**config.mk**
```make
export PLATFORM = sky130hd
export DESIGN_NAME = regfile_op_sequencer
export DESIGN_NICKNAME = d
export VERILOG_FILES = /design/src/rtl/regfile_op_sequencer.sv
export SDC_FILE = /design/constraint.sdc
export NUM_CORES = 1
export LEC_CHECK = 0
export ABC_CLOCK_PERIOD_IN_PS = 5700
export BUFFER_PORTS_ARGS = -buffer_cell sky130_fd_sc_hd__buf_2
export CAP_MARGIN = 20
export CORE_AREA = 8 8 185 187
export CTS_BUF_LIST = sky130_fd_sc_hd__clkbuf_16
export DETAILED_ROUTE_END_ITERATION = 16
export DIE_AREA = 0 0 193 195
export PLACE_DENSITY = 0.7
export SKIP_LAST_GASP = 1
export SLEW_MARGIN = 0
export SYNTH_ARGS = -nofsm -noshare
export SYNTH_HDL_FRONTEND = slang
export SYNTH_SLANG_ARGS = --single-unit
```
**constraint.sdc**
```tcl
create_clock -name clk -period 5.7 [get_ports clk]
set_clock_uncertainty 0.2 [all_clocks]
set_input_delay 1.14 -clock clk [delete_from_list [all_inputs] [get_ports clk]]
set_output_delay 1.14 -clock clk [all_outputs]
set_load 0.005 [all_outputs]
```
**src/rtl/regfile_op_sequencer.sv**
```systemverilog
// regfile_op_sequencer: walks rs1 over a programmable address range, reading
// r[rs1] and r[rs1+STRIDE], running them through an external ALU and writing
// the result back to r[rs1+STRIDE]. Free-run (delayed) or single-step mode.
// Optional feature macro: SEQ_CARRY_STICKY_EN (sticky ALU carry flag).
module regfile_op_sequencer #(
    parameter int unsigned DATA_W       = 64,
    parameter int unsigned ADDR_W       = 5,
    parameter int unsigned STRIDE       = 1,
    parameter int unsigned DELAY_CYCLES = 100000000
) (
    input  logic              clk,
    input  logic              rst,
    input  logic              start,
    input  logic              stop,
    input  logic              step,
    input  logic              mode_in,
    input  logic [3:0]        alu_op_in,
    input  logic [ADDR_W-1:0] start_addr,
    input  logic [ADDR_W-1:0] end_addr,
    input  logic [DATA_W-1:0] rd_data1,
    input  logic [DATA_W-1:0] rd_data2,
    input  logic [DATA_W-1:0] alu_result,
    input  logic              alu_carry,
    output logic [ADDR_W-1:0] rs1,
    output logic [ADDR_W-1:0] rs2,
    output logic [ADDR_W-1:0] rd,
    output logic              reg_write,
    output logic [DATA_W-1:0] wr_data,
    output logic [DATA_W-1:0] alu_a,
    output logic [DATA_W-1:0] alu_b,
    output logic [3:0]        alu_op,
    output logic              busy,
    output logic              done,
    output logic              disp_valid,
    output logic [DATA_W-1:0] disp_data,
    output logic [ADDR_W:0]   op_count,
    output logic              carry_sticky
);

    localparam int unsigned       CNT_W    = (DELAY_CYCLES > 1) ? $clog2(DELAY_CYCLES) : 1;
    localparam logic [CNT_W-1:0]  CNT_LAST = CNT_W'(DELAY_CYCLES - 1);
    localparam logic [ADDR_W-1:0] STRIDE_A = ADDR_W'(STRIDE);

    typedef enum logic [2:0] {
        S_IDLE,
        S_WAIT,
        S_FETCH,
        S_EXEC,
        S_STORE,
        S_ADVANCE,
        S_DONE
    } state_t;

    state_t              state_q, state_d;
    logic [CNT_W-1:0]    cnt_q, cnt_d;
    logic [ADDR_W-1:0]   addr_q, addr_d;
    logic [ADDR_W-1:0]   rs2_q, rs2_d;
    logic [ADDR_W-1:0]   end_q, end_d;
    logic                mode_q, mode_d;
    logic [3:0]          alu_op_q, alu_op_d;
    logic [DATA_W-1:0]   alu_a_q, alu_a_d;
    logic [DATA_W-1:0]   alu_b_q, alu_b_d;
    logic [DATA_W-1:0]   wr_data_q, wr_data_d;
    logic [DATA_W-1:0]   disp_data_q, disp_data_d;
    logic [ADDR_W:0]     op_count_q, op_count_d;
    logic                reg_write_q, reg_write_d;
    logic                disp_valid_q, disp_valid_d;
    logic                busy_q, busy_d;
    logic                done_q, done_d;
`ifdef SEQ_CARRY_STICKY_EN
    logic                sticky_q, sticky_d;
`else
    logic                unused_carry;
    assign unused_carry = alu_carry;
`endif

    // Next-state and next-output computation; pulse outputs follow the next state
    always_comb begin
        state_d      = state_q;
        cnt_d        = cnt_q;
        addr_d       = addr_q;
        rs2_d        = rs2_q;
        end_d        = end_q;
        mode_d       = mode_q;
        alu_op_d     = alu_op_q;
        alu_a_d      = alu_a_q;
        alu_b_d      = alu_b_q;
        wr_data_d    = wr_data_q;
        disp_data_d  = disp_data_q;
        op_count_d   = op_count_q;
        reg_write_d  = 1'b0;
        disp_valid_d = 1'b0;
        busy_d       = 1'b0;
        done_d       = 1'b0;
`ifdef SEQ_CARRY_STICKY_EN
        sticky_d     = sticky_q;
`endif

        unique case (state_q)
            S_IDLE: begin
                if (start) begin
                    state_d    = S_WAIT;
                    addr_d     = start_addr;
                    end_d      = end_addr;
                    mode_d     = mode_in;
                    alu_op_d   = alu_op_in;
                    op_count_d = '0;
                    cnt_d      = '0;
`ifdef SEQ_CARRY_STICKY_EN
                    sticky_d   = 1'b0;
`endif
                end
            end
            S_WAIT: begin
                if (stop) begin
                    state_d = S_IDLE;
                end else if (mode_q) begin
                    if (step) begin
                        state_d = S_FETCH;
                    end
                end else if (cnt_q == CNT_LAST) begin
                    state_d = S_FETCH;
                end else begin
                    cnt_d = cnt_q + 1'b1;
                end
            end
            S_FETCH: begin
                alu_a_d = rd_data1;
                alu_b_d = rd_data2;
                state_d = stop ? S_IDLE : S_EXEC;
            end
            S_EXEC: begin
                wr_data_d = alu_result;
`ifdef SEQ_CARRY_STICKY_EN
                if (alu_carry) begin
                    sticky_d = 1'b1;
                end
`endif
                state_d = stop ? S_IDLE : S_STORE;
            end
            S_STORE: begin
                // The write is already on the bus this cycle; stop only skips ADVANCE
                state_d = stop ? S_IDLE : S_ADVANCE;
            end
            S_ADVANCE: begin
                if (stop) begin
                    state_d = S_IDLE;
                end else if (addr_q == end_q) begin
                    state_d = S_DONE;
                end else begin
                    addr_d  = addr_q + 1'b1;
                    cnt_d   = '0;
                    state_d = S_WAIT;
                end
            end
            S_DONE: begin
                state_d = S_IDLE;
            end
            default: begin
                state_d = S_IDLE;
            end
        endcase

        if (state_d != S_IDLE) begin
            rs2_d = addr_d + STRIDE_A;
        end

        if (state_d == S_STORE) begin
            reg_write_d  = 1'b1;
            disp_valid_d = 1'b1;
            disp_data_d  = wr_data_d;
            op_count_d   = op_count_q + 1'b1;
        end

        busy_d = (state_d != S_IDLE) && (state_d != S_DONE);
        done_d = (state_d == S_DONE);
    end

    // State and output registers with synchronous reset
    always_ff @(posedge clk) begin
        if (rst) begin
            state_q      <= S_IDLE;
            cnt_q        <= '0;
            addr_q       <= '0;
            rs2_q        <= '0;
            end_q        <= '0;
            mode_q       <= 1'b0;
            alu_op_q     <= '0;
            alu_a_q      <= '0;
            alu_b_q      <= '0;
            wr_data_q    <= '0;
            disp_data_q  <= '0;
            op_count_q   <= '0;
            reg_write_q  <= 1'b0;
            disp_valid_q <= 1'b0;
            busy_q       <= 1'b0;
            done_q       <= 1'b0;
`ifdef SEQ_CARRY_STICKY_EN
            sticky_q     <= 1'b0;
`endif
        end else begin
            state_q      <= state_d;
            cnt_q        <= cnt_d;
            addr_q       <= addr_d;
            rs2_q        <= rs2_d;
            end_q        <= end_d;
            mode_q       <= mode_d;
            alu_op_q     <= alu_op_d;
            alu_a_q      <= alu_a_d;
            alu_b_q      <= alu_b_d;
            wr_data_q    <= wr_data_d;
            disp_data_q  <= disp_data_d;
            op_count_q   <= op_count_d;
            reg_write_q  <= reg_write_d;
            disp_valid_q <= disp_valid_d;
            busy_q       <= busy_d;
            done_q       <= done_d;
`ifdef SEQ_CARRY_STICKY_EN
            sticky_q     <= sticky_d;
`endif
        end
    end

    assign rs1        = addr_q;
    assign rs2        = rs2_q;
    assign rd         = rs2_q;
    assign reg_write  = reg_write_q;
    assign wr_data    = wr_data_q;
    assign alu_a      = alu_a_q;
    assign alu_b      = alu_b_q;
    assign alu_op     = alu_op_q;
    assign busy       = busy_q;
    assign done       = done_q;
    assign disp_valid = disp_valid_q;
    assign disp_data  = disp_data_q;
    assign op_count   = op_count_q;
`ifdef SEQ_CARRY_STICKY_EN
    assign carry_sticky = sticky_q;
`else
    assign carry_sticky = 1'b0;
`endif

endmodule

```
## Word level (Yosys, flattened, before mapping)

Index checks and enable logic that the tools add are counted.
W data, S select, Z words.

| storage, ports and cells | value |
|---|---|
| memory bits (writable) | 0 |
| latch bits | 0 |
| ROM bits | 0 |
| memories | 0 |
| output and inout port bits | 286 |
| bits in registers | 315 |

| cells by class | value |
|---|---|
| reductions and logical operators | 9 |
| div/mod/pow operators | 0 |
| muxes and demuxes | 27 |
| $add $sub $neg | 4 |
| shifts and indexed selects | 0 |
| $mul | 0 |
| order comparisons | 0 |
| bitwise gates (word level) | 0 |
| equality and inequality tests | 16 |

Operators by type and width:

| cell | number |
|---|---|
| $mux W27 | 6 |
| $pmux W27 S3 | 1 |
| $mux W64 | 1 |
| $add A27 B1 Y27 const B | 1 |
| $eq A27 B27 Y1 const B | 1 |
| $mux W3 | 9 |
| $mux W6 | 3 |
| $pmux W3 S6 | 1 |
| $mux W5 | 3 |
| $eq A3 B3 Y1 const B | 4 |
| $ne A2 B2 Y1 const B | 6 |
| $add A5 B1 Y5 const B | 2 |
| $pmux W5 S2 | 1 |
| $reduce_and A7 Y1 | 1 |
| $add A6 B1 Y6 const B | 1 |
| $eq A3 B2 Y1 const B | 2 |
| $reduce_bool A3 Y1 | 2 |
| $eq A5 B5 Y1 | 1 |
| $reduce_and A2 Y1 | 2 |
| $reduce_bool A2 Y1 | 2 |
| $eq A3 B1 Y1 const B | 1 |
| $logic_not A3 Y1 | 1 |
| $ne A3 B3 Y1 const B | 1 |
| $mux W2 | 1 |
| other kinds (2) | 2 |

## Depth between registers and ports, before layout

Gate-level depths: netlist (run 1).

| logic depth | value |
|---|---|
| word-level depth | 8 |
| depth in mapped cells | 10 |
| mapped depth without buffers | 9 |

## Worst setup path after synthesis (run 1)

OpenSTA, ideal clock, no wires.

| timing | value |
|---|---|
| kind | input -> register |
| from | input port start |
| to | register rs2_q[4], in the netlist rd[4] |
| setup time | 0.137 ns |
| setup slack | 2.456 ns |
| buffers on the path | 1 |
| arrival time | 2.907 ns |
| stages | 10 |
| cell sequence | or4b_1 > buf_2 > mux2i_1 > o21ai_1 > a221oi_2 > inv_1 > ha_1 > nand3b_1 > xor2_1 > a211oi_2 |

| between the ends | value |
|---|---|
| word-level cells in the longest chain between the ends | 3 |
| elaborated cells on any way between the ends | 6 |
| those cells by class | add/sub (1); mux (4); reduce/logical (1) |

Ends and longest elaborated chain:

| item | RTL line | RTL |
|---|---|---|
| from (decl) | 13 | `input logic start,` |
| $mux W5 | 101 | `if (start) begin` |
| $pmux W5 S2 | 99 | `unique case (state_q)` |
| net addr_d[0] | 56 | `logic [ADDR_W-1:0] addr_q, addr_d;` |
| $add A5 B1 Y5 | 165 | `rs2_d = addr_d + STRIDE_A;` |
| to (signal assigned) | 205 | `rs2_q <= rs2_d;` |
| to (decl) | 57 | `logic [ADDR_W-1:0] rs2_q, rs2_d;` |

The timed path passes the listed nets, and every way through them passes these cells.
A chain may end at the register's enable or synchronous reset.

## Worst setup path after layout (run 1)

Same ends and word-level chain as after synthesis.

==> summary.txt, run 1 <==
Setup path
  • WS Path Type: input pin to flip-flop
  • Buffers & Inverters on Critical Path: 2
  • Maximum net fanout on the critical path: 17
  • Crit. End Element: flip-flop
  • Worst EP arrival: between 3 and 4 ns
  • Crit-path cells: buf_2 > or4b_1 > mux2i_1 > o21ai_1 > a221oi_2 > inv_1 > ha_1 > nand3b_1 > xor2_1 > a211oi_2
  • CP startpoint kind: input pin
  • Max incr delay on CP: around 0.76 ns
  • Worst Path Required: slightly below 6 ns
  • CP top delay family: simple AND/OR/NAND/NOR gates
  • CP max stage cell: or4b_1

Yosys
  • Number of flops mapped to enable cells by yosys: 0
  • Syn nets: ~1600
  • Register area share after synthesis: 0.538
  • Commonest register cell after synthesis: dfxtp_1
  • Syn Area/Cell: approximately 8.7 um2
  • Synth async-reset ratio: 0
  • Syn Inst Count: roughly 1300
  • Post-Syn Area: between 10000 and 15000 um2
  • Flops & latches, synth: 315
  • Yosys cell types: 57
  • Synthesis Warnings: 0

GRT
  • Largest net degree at the start of global routing: 151
  • First-pass GRT wire length: roughly 58000 um
  • Vias in the first global route: around 10000
  • GRT Total Usage: 0.192
  • Initial antenna violation count: 6
  • Grt ovf: 0

Floorplanning
  • Chip width: roughly 190 um
  • Core area: 31200 um2
  • Starting Density: 0.375
  • Io pins: roughly 500
  • # rows: 65
  • Die Y: a little under 200 um
  • Die Area: between 30000 and 40000 um2

Place
  • Detailed-placement wirelength estimate: between 20000 and 30000 um
  • Final Wtd Congestion: slightly above 0.8
  • Placed inst area: between 10000 and 15000 um2
  • PortBufs: roughly 500

Drt
  • # DRC: 0
  • Drt wl/cell: between 15 and 20 um
  • DR iter-0 viols: 668
  • Via count: about 11000
  • Drt first pass iters: 6
  • Via density: 4.94
  • Drt total wl: 38800 um
  • ANT nets after route: 0

Finish
  • Share of cells above drive strength 1: 0.317
  • Fin area: roughly 16000 um2
  • Final #Nets: around 2000
  • Area delta synth->final: 32.3%
  • Most frequent cells in the layout: buf_2 (495), dfxtp_1 (315), nand2_1 (301)
  • Final core occ: 0.497
  • Most common cell after layout, fill and taps aside: buf_2

Worst hold path
  • Worst hold-check path type: flip-flop to flip-flop

STA
  • Slew Viols, Final: 0
  • Final Critical Period: 3.31 ns
  • Post-Route Setup TNS: 0 ns
  • Final setup viols: 0
  • F_max: 0.302 GHz
  • Period Utilization, post-route: 0.581
  • RSZ-0062 raised after global routing: false
  • Worst relative slew slack: 0.254
  • Worst-Margin Slew: around 1.1 ns
  • Final Hold Viols: 0

Status
  • Status: complete, no violations

CTS
  • H-tree levels: 2
  • CTS sink cnt: between 300 and 400
  • Number of setup buffers added after CTS: 0
  • Hold buffers post-CTS: 0
  • Post-CTS Resized: 0
  • CTS Root Cell: clkbuf_16
  • Largest buffer count on any clock path: 3
  • Worst-Skew Late Latency: about 0.5 ns
  • CTS tree: built
  • Num CTS Buffers: 35
  • Clk slew on worst S/H paths: ~0.06 ns

Power
  • Peak VDD IR: 0.243 mV
  • Pwr Density: approximately 300 nW/um2
  • P_leak: 7.12 nW

Flow run
  • Max-cap viol count: 0
==> where the power goes <==
| group | internal, mW | total, mW | leakage [nW] | switching, mW |
|---|---|---|---|---|
| combinational | 0.0942 | 0.220 | 4.02 | 0.126 |
| sequential | 2.22 | 2.23 | 2.54 | 0.0164 |
| clock | 1.31 | 2.20 | 0.561 | 0.890 |
==> worst paths after layout <==
kind / from / to / slack (ns) / depth (start not counted)
worst max-delay path: start / rd[4]$_SDFFE_PP0P_ / 2.39 / 10
worst min-delay path: alu_a[55]$_SDFFE_PP0N_ / alu_a[55]$_SDFFE_PP0N_ / 0.25 / 2
worst max register to register: state_q[2]$_SDFF_PP0_ / rd[4]$_SDFFE_PP0P_ / 2.54 / 9
worst min register to register: alu_a[55]$_SDFFE_PP0N_ / alu_a[55]$_SDFFE_PP0N_ / 0.25 / 2
==> synth_stat cells (all sizes together), types with 2 or more instances <==
cell type,instances,share of area
dfxtp,315,0.54
nand2,302,0.097
nor2,176,0.057
a21oi,151,0.064
clkbuf,78,0.025
mux2i,69,0.059
a211oi,68,0.044
buf,24,0.011
xnor2,21,0.016
nor3,16,0.0073
nand3,13,0.0056
o21ai,11,0.0047
inv,9,0.0029
xor2,9,0.0067
and3,8,0.0043
nand4,8,0.0048
or3,7,0.0037
nand3b,5,0.0032
a31oi,4,0.0021
and2,4,0.0021
ha,4,0.0043
nor4,4,0.0037
o211ai,4,0.0034
a2111oi,3,0.0060
nand2b,3,0.0016
nor4b,3,0.0035
a221oi,2,0.0026
a22oi,2,0.0013
nand4b,2,0.0015
nor4bb,2,0.0017
==> layout make-up <==
cell class | count | area (um2)
Timing Repair Buffer | 502 | 2560
Antenna cell | 8 | 20.0
Tap cell | 402 | 503
Clock buffer | 37 | 926
Fill cell | 2990 | 15700
Sequential cell | 315 | 6310
Multi-Input combinational cell | 917 | 4970
Clock inverter | 23 | 188
Inverter | 9 | 33.8
==> metal layers <==
layer	share of wire	vias to the layer above	global-route usage
met2	0.49	416	0.327
li1	-	5375	-
met3	0.099	64	0.0727
met4	0.028	0	0.0664
met1	0.38	5080	0.217
met5	0	-	0
==> stage by stage <==
| step | setup WS (ns) | total power, mW | hold slack (ns) | std cells |
|---|---|---|---|---|
| floorplan | 2.46 | 2.39 | 0.249 | 1343 |
| global placement | 1.88 | 2.50 | 0.239 | 2145 |
| detailed placement | 1.86 | 2.50 | 0.243 | 2145 |
| CTS | 2.40 | 4.70 | 0.251 | 2205 |
| global route | 2.15 | 4.81 | 0.266 | 2211 |
| finish | 2.39 | 4.65 | 0.250 | 2213 |
==> state kept, by name (all words and copies together), names as in the netlist <==
| register | flops |
|---|---|
| state_q | 3 |
| alu_a | 64 |
| wr_data | 64 |
| end_q | 5 |
| disp_valid | 1 |
| alu_b | 64 |
| disp_data | 64 |
| done | 1 |
| rd | 5 |
| rs1 | 5 |
| op_count | 6 |
| cnt_q | 27 |
| mode_q | 1 |
| alu_op | 4 |
| busy | 1 |
==> logic make-up after synthesis <==
logic type,share of synthesized area
and+or+nand+nor,0.201
DFF,0.538
AOI/OAI and AO/OA,0.135
buffers and inverters,0.0393
muxes,0.0589
xor gates and xnor gates,0.0224
adders and majority gates,0.00427
other,0.000320
==> tightest hold or removal path, stage by stage, from the launching register on <==
cell,delay (ns)
dfxtp_1,0.30
nand2_1,0.05
a21oi_1,0.05
No activity file was read; power rests on OpenSTA's default activity.
==> inputs of run 2 (changes only) <==
Settings changed: ABC_CLOCK_PERIOD_IN_PS 5700 to 2800, CORE_AREA 8 8 185 187 to 8 8 190 192, DIE_AREA 0 0 193 195 to 0 0 198 200.
Clock period 5.7 ns to 2.8 ns, I/O delays scaled along.
==> summary.txt, run 2 (same netlist as run 1, synthesis figures left out) <==
STA
  • Final Critical Period: between 2 and 2.5 ns
  • Worst-Margin Slew: 0.663 ns (was 1.11 ns)
  • Final Hold Viols: 0 (unchanged)
  • Period Utilization, post-route: 0.891
  • F_max: between 0.4 and 0.5 GHz
  • Post-Route Setup TNS: 0 ns (unchanged)
  • RSZ-0062 raised after global routing: false (unchanged)
  • Slew Viols, Final: 0 (unchanged)
  • Final setup viols: 0 (unchanged)
  • Worst relative slew slack: 0.557 (was 0.254)

GRT
  • Grt ovf: 0 (unchanged)
  • Initial antenna violation count: 1 (was 6)
  • First-pass GRT wire length: 58000 um (was 58200 um)
  • Largest net degree at the start of global routing: 136 (was 151)
  • Vias in the first global route: 10829 (was 10477)
  • GRT Total Usage: 0.181 (was 0.192)

CTS
  • Clk slew on worst S/H paths: 0.06 ns (about the same)
  • Post-CTS Resized: 0 (unchanged)
  • CTS Root Cell: clkbuf_16 (unchanged)
  • Num CTS Buffers: 36 (was 35)
  • Hold buffers post-CTS: 0 (unchanged)
  • CTS sink cnt: 315 (unchanged)
  • CTS tree: built (unchanged)
  • H-tree levels: 2 (unchanged)
  • Largest buffer count on any clock path: 3 (unchanged)
  • Worst-Skew Late Latency: 0.51 ns (about the same)
  • Number of setup buffers added after CTS: 0 (unchanged)

Finish
  • Share of cells above drive strength 1: 0.324 (was 0.317)
  • Non-Filler Instances: 2280 (was 2213)
  • Final #Nets: 2020 (was 1997)
  • Most common cell after layout, fill and taps aside: buf_2 (unchanged)
  • Most frequent cells in the layout: buf_2 (495), dfxtp_1 (315), nand2_1 (301) (unchanged)
  • Area delta synth->final: 34.5% (was 32.3%)

Setup path
  • Maximum net fanout on the critical path: 11 (was 17)
  • Crit. End Element: flip-flop (unchanged)
  • Worst Path Required: 2.99 ns (was 5.84 ns)
  • CP startpoint kind: flip-flop (was input pin)
  • Worst EP arrival: 2.68 ns (was 3.46 ns)
  • WS Path Type: flip-flop to flip-flop (was input pin to flip-flop)

Status
  • Status: complete, no violations (unchanged)

Floorplanning
  • # rows: 67 (was 65)
  • Io pins: 499 (unchanged)
  • Chip width: 198 um (was 193 um)
  • Die Area: 39600 um2 (was 37600 um2)
  • Starting Density: 0.354 (was 0.375)
  • Die Y: 200 um (was 195 um)
  • Core area: 33100 um2 (was 31200 um2)

Drt
  • DR iter-0 viols: 565 (was 668)
  • Drt wl/cell: 17.0 um (was 17.5 um)
  • # DRC: 0 (unchanged)
  • Drt total wl: 38700 um (was 38800 um)
  • ANT nets after route: 0 (unchanged)
  • Drt first pass iters: 5 (was 6)
  • Via density: 4.82 (was 4.94)
  • Via count: 10994 (was 10935)

Flow run
  • Max-cap viol count: 0 (unchanged)

Power
  • Peak VDD IR: 0.491 mV (was 0.243 mV)
  • Pwr Density: 597 nW/um2 (was 300 nW/um2)
  • P_leak: 7.23 nW (was 7.12 nW)

Place
  • Final Wtd Congestion: 0.895 (was 0.831)
  • Detailed-placement wirelength estimate: 28700 um (was 28500 um)
  • PortBufs: 496 (unchanged)
  • Inst Count DP: 2212 (was 2145)

Worst hold path
  • Worst hold-check path type: input pin to flip-flop (was flip-flop to flip-flop)
run 2: changes by cell type in the layout (fill, tap and decap cells not counted), sizes merged:
cell    before  now
buf        501  523
bufinv       3    2
diode        8    3
inv         16   12
clkinv      11   20
run 2: layout make-up:
type	instances	area, um2
well taps	448	561
fillers	3217	17300
clock inverters	27	175
clock buffers	37	926
diodes	3	7.51
flip-flops and latches	315	6310
multi-input cells	917	4970
inverters	9	33.8
repair buffers	524	2790
run 2: per-stage QoR:
step	instance area, um2	util	hold WS, ns	setup slack (ns)	total power, mW
floorplan	11700	-	0.249	0.136	4.87
global placement	14700	0.443	0.238	0.0699	5.12
detailed placement	14700	0.443	0.243	0.0555	5.12
CTS	15800	0.476	0.0571	0.280	9.52
global route	15800	0.476	0.0603	0.0398	9.75
finish	15800	0.476	0.0869	0.306	9.41
run 2: path summary, 6_finish.rpt:
kind | cells after the start | end | slack, ns | from
hold reg to reg | 2 | alu_a[48]$_SDFFE_PP0N_ | 0.25 | alu_a[48]$_SDFFE_PP0N_
hold / removal | 3 | alu_a[58]$_SDFFE_PP0N_ | 0.09 | rd_data1[58]
setup / recovery | 8 | cnt_q[21]$_SDFFE_PP0P_ | 0.31 | state_q[0]$_SDFF_PP0_
setup reg to reg | 8 | cnt_q[21]$_SDFFE_PP0P_ | 0.31 | state_q[0]$_SDFF_PP0_
run 2: metal layers:
layer / share of wire / GRT usage / vias to the layer above
li1: - / - / 5415
met4: 0.028 / 0.0631 / 0
met3: 0.094 / 0.0661 / 68
met5: 0 / 0 / -
met1: 0.39 / 0.211 / 5104
met2: 0.48 / 0.304 / 407
run 2: report_power, final:
group / total, mW / switching, mW / internal (mW)
Clock: 4.38 / 1.81 / 2.57
Sequential: 4.54 / 0.0261 / 4.51
Combinational: 0.488 / 0.274 / 0.215
Total: 9.41 / 2.11 / 7.30
run 2: worst max-delay path, stage by stage, from the launching register on:
cell and delay, ns:
dfxtp_1 0.33, buf_4 0.18, or3b_2 0.53, a2111oi_4 0.36, o211ai_1 0.13, o21ba_4 0.30, nand4_2 0.11, xor2_1 0.19
nor2_2 0.04
